$ cat src/rtl/m_bcd_timer.sv
// Prescaled multi-digit BCD up/down timer with IDLE/RUN/PAUSE control,
// lap-freeze display register, one-hot decode of the low digit and wrap strobe.
module m_bcd_timer #(
  parameter int PRESCALE = 5000000,
  parameter int DIGITS   = 2
) (
  input  logic                clk,
  input  logic                rst,
  input  logic                start,
  input  logic                stop,
  input  logic                clr,
  input  logic                dir,
  input  logic                hold,
  output logic [4*DIGITS-1:0] digits,
  output logic [9:0]          onehot,
  output logic                tick,
  output logic                tc,
  output logic                running
);

  localparam int PW = $clog2(PRESCALE);
  localparam int CW = 4 * DIGITS;
  localparam logic [PW-1:0] PRE_MAX = PW'(PRESCALE - 1);

  typedef enum logic [1:0] {
    IDLE  = 2'd0,
    RUN   = 2'd1,
    PAUSE = 2'd2
  } state_e;

  state_e          state_q, state_d;
  logic [PW-1:0]   pre_q, pre_d;
  logic [CW-1:0]   cnt_q, cnt_d, cnt_step;
  logic [CW-1:0]   disp_q, disp_d;
  logic            tc_q, tc_d;
  logic            running_q;
  logic            step;
  logic            wrap;

  // NOTE: every signal driven in always_comb gets a default first, so no
  // path through the block leaves it unassigned and no latch is inferred.
  always_comb begin
    state_d = state_q;
    if (clr) begin
      state_d = IDLE;
    end else if (state_q == RUN && stop) begin
      state_d = PAUSE;
    end else if (start && state_q != RUN) begin
      state_d = RUN;
    end
  end

  always_comb begin
    pre_d = pre_q;
    if (clr || state_q == IDLE) begin
      pre_d = '0;
    end else if (state_q == RUN) begin
      pre_d = (pre_q == PRE_MAX) ? '0 : pre_q + 1'b1;
    end
  end

  assign tick = (state_q == RUN) && (pre_q == PRE_MAX);
  assign step = tick && !clr;

  // Ripple carry (up) or borrow (down) through the digits; a carry that
  // survives the top digit means the whole count wrapped.
  always_comb begin
    logic       carry;
    logic [3:0] dig;
    cnt_step = cnt_q;
    carry    = 1'b1;
    dig      = '0;
    for (int i = 0; i < DIGITS; i++) begin
      dig = cnt_q[4*i +: 4];
      if (carry) begin
        if (!dir) begin
          if (dig >= 4'd9) begin
            cnt_step[4*i +: 4] = 4'd0;
          end else begin
            cnt_step[4*i +: 4] = dig + 4'd1;
            carry              = 1'b0;
          end
        end else begin
          if (dig == 4'd0 || dig > 4'd9) begin
            cnt_step[4*i +: 4] = 4'd9;
          end else begin
            cnt_step[4*i +: 4] = dig - 4'd1;
            carry              = 1'b0;
          end
        end
      end
    end
    wrap = carry;
  end

  always_comb begin
    cnt_d  = clr ? '0 : (step ? cnt_step : cnt_q);
    tc_d   = step && wrap;
    disp_d = clr ? '0 : (hold ? disp_q : cnt_d);
  end

  // NOTE: sequential state uses non-blocking assignments so every register
  // samples pre-edge values and simulation order cannot change the result.
  always_ff @(posedge clk) begin
    if (rst) begin
      state_q   <= IDLE;
      pre_q     <= '0;
      cnt_q     <= '0;
      disp_q    <= '0;
      tc_q      <= 1'b0;
      running_q <= 1'b0;
    end else begin
      state_q   <= state_d;
      pre_q     <= pre_d;
      cnt_q     <= cnt_d;
      disp_q    <= disp_d;
      tc_q      <= tc_d;
      running_q <= (state_d == RUN);
    end
  end

  always_comb begin
    onehot = '0;
    for (int n = 0; n < 10; n++) begin
      onehot[n] = (disp_q[3:0] == 4'(n));
    end
  end

  assign digits  = disp_q;
  assign tc      = tc_q;
  assign running = running_q;

endmodule

$ cat config.mk
export PLATFORM = sky130hd
export DESIGN_NAME = m_bcd_timer
export DESIGN_NICKNAME = d
export VERILOG_FILES = /design/src/rtl/m_bcd_timer.sv
export SDC_FILE = /design/constraint.sdc
export NUM_CORES = 1
export LEC_CHECK = 0
export CAP_MARGIN = 20
export CORE_MARGIN = 10
export CORE_UTILIZATION = 40
export DETAILED_ROUTE_END_ITERATION = 10
export SETUP_SLACK_MARGIN = 0.3
export SLEW_MARGIN = 20
export SYNTH_ARGS = -nofsm -noshare
export SYNTH_HDL_FRONTEND = slang
export SYNTH_SLANG_ARGS = --single-unit
$ cat constraint.sdc
create_clock -name clk -period 2.9 [get_ports clk]
set_clock_uncertainty 0.15 [all_clocks]
set_input_delay 0.87 -clock clk [delete_from_list [all_inputs] [get_ports clk]]
set_output_delay 0.87 -clock clk [all_outputs]
set_load 0.01 [all_outputs]
* After elaboration in Yosys (flattened, before gate mapping)
Cells that the tools add are included.
Operators by class: reduce and logical (&&, ||, !) cells 15, add/sub/neg operators 5, $lt $le $gt $ge 4, multiply operators 0, muxes and demuxes 20, bitwise logic cells 0, equality and inequality tests 13, divide/modulo/power cells 0, shift-type cells 0
Operator list (number):
- two-way mux 4 bit | 7
- adder 23 x 1 -> 23 bit, second input constant | 1
- equality test 23 bit, second input constant | 1
- two-way mux 23 bit | 1
- equality test 4 x 3 -> 1 bit, second input constant | 4
- two-way mux 8 bit | 2
- logical NOT 4 bit | 3
- adder 4 x 1 -> 4 bit, second input constant | 2
- equality test 4 x 2 -> 1 bit, second input constant | 2
- equality test 4 bit, second input constant | 2
- >= comparator 4 bit, second input constant | 2
- greater-than comparator 4 bit, second input constant | 2
- subtractor 4 x 1 -> 4 bit, second input constant | 2
- two-way mux 1 bit | 7
- two-way mux 2 bit | 3
- logical AND 1 bit | 5
- equality test 2 x 1 -> 1 bit, second input constant | 2
- equality test 4 x 1 -> 1 bit, second input constant | 1
- OR reduction 2 bit | 2
- logical OR 1 bit | 3
- logical NOT 2 bit | 1
- inequality test 2 x 1 -> 1 bit, second input constant | 1
- logical NOT 1 bit | 1
Word-level totals: register bits after elaboration 43, word-level logic and storage cells 63, memories 0, bits in read-only memories 0, output and inout port bits 21, bits of input ports 7, bits in latches 0, RAM bits 0

* Depth between registers and ports, before layout
depth in word-level cells 7, depth in mapped cells 8

* Worst setup path before layout
OpenSTA, ideal clock, no wires.
kind flip-flop to output port, from register pre_q[7], to output port tick, setup slack 0.549 ns, cell stages (with the launch flop) 4, required time 1.880 ns, path buffers 0, arrival 1.331 ns, cells stage by stage dfxtp_1 > or4b_1 > nor4_1 > and4_1
On the way: cells in the longest elaborated chain, start to end 2
Ends and longest elaborated chain:
- start: declaration | line 32 | logic [PW-1:0] pre_q, pre_d;
- start signal: assignment | line 114 | pre_q <= pre_d;
- equality test 23 bit | line 62 | assign tick = (state_q == RUN) && (pre_q == PRE_MAX);
- logical AND 1 bit | line 62
- end: declaration | line 16 | output logic tick,
Every way passes these cells.

* Final worst setup path
Ends and elaborated chain as after synthesis.

==> flow_metrics.py <==
metrics = {
    "timing": {
        "slew_viol_final": 0,
        "period_needed_ps": 2730,
        "layout_setup_ws_ps": 168,
        "tns_ps": 0,
        "holdWs_ps": 356,
        "rsz0062_at_grt": "yes",
        "relSlewSlack_pct": 65.8,
        "tightest_slew_ps": 508,
        "timing.fmax_mhz": 366,
        "hold_violations": 0,
        "fin_crit_sh_pct": 94.2,
        "finalSetupViolCount": 0,
    },
    "grt": {
        "grt_pass1_wl_mm": 10.4,
        "grt_util_all_layers_pct": 12.3,
        "grt_antenna_before_repair": 0,
        "overflow": 0,
        "grt_max_degree": 15,
        "grt_pass1_vias": 2129,
    },
    "floorplanning": {
        "start_util_pct": 40.7,
        "fp.dieW_um": 99.9,
        "num_io_pins": 28,
        "dieHeight_um": 99.9,
        "core.rowCount": 29,
        "coreArea_um2": 6280,
        "die_area_um2": 9980,
    },
    "cells_and_area": {
        "fin_util_pct": 50.2,
        "nNetsFinal": 363,
        "synthToLayoutAreaGrowth_pct": 23.3,
        "diodes": 0,
        "drive_gt1_share_pct": 14.6,
        "final_common_cell": "nor2_1",
        "mostFrequentLayoutCells": "nor2_1, dfxtp_1, buf_4, nand2_1, clkdlybuf4s50_1",
    },
    "power": {
        "power_density_nw_per_um2": 366,
        "p_leak_uw": 0.00117,
        "worst_ir_drop_vdd_uv": 280,
    },
    "synthesis": {
        "synthFlopType": "dfxtp_1",
        "synth-seq-area-share_pct": 33.7,
        "synthArstFlopShare_pct": 0,
        "syn-num-nets": 324,
        "syn_area_per_cell_um2": 8.24,
        "synth_edf_count": 0,
        "synthCells": 310,
        "syn-cell-area_um2": 2550,
        "yosys_register_bits": 43,
        "ys_warn_count": 0,
        "synth_cell_types": 55,
    },
    "drt": {
        "wl_mm": 6.08,
        "num_vias": 2282,
        "drt_first_pass_iters": 4,
        "wl_per_cell_um": 14.2,
        "drtAntennaViolNets": 0,
        "drc": 0,
        "viasPerCell": 5.34,
        "drt_iter0_drc": 88,
    },
    "critical_path": {
        "arrival_ps": 1710,
        "r2r_cells": 10,
        "crit_path_end_kind": "output pin",
        "crit_type": "reg -> out",
        "startpoint_type": "register",
        "critPathRequiredTime_ps": 1880,
        "path_max_fanout": 2,
    },
    "job": {
        "maxCapViolCount": 0,
    },
    "run_status": {
        "status": "finished, final reports clean",
    },
    "clock_network": {
        "clk_latency_ps": 300,
        "clockBufferDepth": 2,
        "cts_buffers": 5,
        "clkSlewWorstSetupHoldPaths_ps": 90,
        "clock-root-buffer": "clkbuf_8",
        "cts_sinks": 43,
        "cts_tree": "done",
        "cts.htree.levels": 2,
    },
    "placed_design": {
        "portBuffers": 27,
        "routabilityCongestion": 0.825,
        "pre_cts_ws_ps": 7.52,
        "hpwl_mm": 4.56,
    },
    "hold_path": {
        "hold_class": "reg -> reg",
        "hold_depth": 2,
    },
}
-- area by class of cell --
class                           instances  area (um^2)
Sequential cell                        43          866
Clock buffer                            6         82.6
Inverter                               17         63.8
Tap cell                               77         96.3
Multi-Input combinational cell        234         1570
Fill cell                             611         3130
Timing Repair Buffer                   48          435
Clock inverter                          2         35.0
-- state kept, by name (all words and copies together) (netlist names) --
| signal | flops |
|---|---|
| tc | 1 |
| cnt_q | 8 |
| state_q | 2 |
| pre_q | 23 |
| running | 1 |
| digits | 8 |
-- per-layer routing --
layer  vias up  share of wire, %  GRT usage, %
li1       1168                 -             -
met1      1055                49          16.1
met2        49                44          18.6
met3        10               6.4          3.64
met4         0               1.3          4.08
met5         -                 0             0
-- Yosys cell counts (4+ instances only) --
master,n,area (um^2)
inv_1,17,63.8
xor2_1,4,35.0
or3_1,4,25.0
nor3_1,9,45.0
xnor2_1,17,149
and4_1,4,35.0
o21ai_0,10,50.1
mux2i_1,6,60.1
a21oi_1,13,65.1
ha_1,7,87.6
nor2_1,44,165
nor4_1,8,50.1
nand3_1,13,65.1
nand2b_1,9,56.3
dfxtp_1,43,861
nor2b_1,6,37.5
clkbuf_1,11,41.3
nor4bb_1,4,40.0
nand2_1,18,67.6
-- worst max-delay path, stage by stage, from the launching register on --
cell and delay (ps):
dfxtp_1 320, or4b_4 560, nor4_4 150, and4_1 250, buf_2 140
-- cell families (layout without fill, tap and decap cells) --
kind of cell / after synthesis / in the layout / share of synthesized area [%]
simple gates: 147 / 147 / 33.0
mux: 8 / 8 / 3.23
fa+ha+maj: 7 / 7 / 3.43
compound gates: 51 / 51 / 13.6
xor+xnor: 21 / 21 / 7.20
buf+inv: 33 / 73 / 5.78
flops: 43 / 43 / 33.7
-- metrics by stage --
step                cell area, um^2  power [uW]  std cells
global placement               2980         670        417
CTS                            3110        1160        426
finish                         3150        1150        427
floorplan                      2550         641        310
global route                   3150        1190        427
detailed placement             2980         670        417
-- what timing repair did --
item | in CTS | in global routing
hold buffers | 0 | 0
hold endpoints to repair | 0 | 0
pin swaps | 2 | 2
setup buffers | 1 | 1
endpoints found under the setup margin | 9 | 12
gates resized for setup | 11 | 9
-- where the power goes --
group          switching (uW)  internal, uW  total, uW
Clock                     217           279        496
Sequential               2.83           593        596
Combinational            30.9          28.6       59.5
-- worst paths after layout --
kind / start / end / slack, ps
worst min-delay path: digits[4] / digits[4] / 360
worst min register to register: digits[4] / digits[4] / 360
worst max-delay path: pre_q[7] / tick / 170
worst max register to register: pre_q[1] / pre_q[10] / 520
No activity file was read; power rests on OpenSTA's default activity.
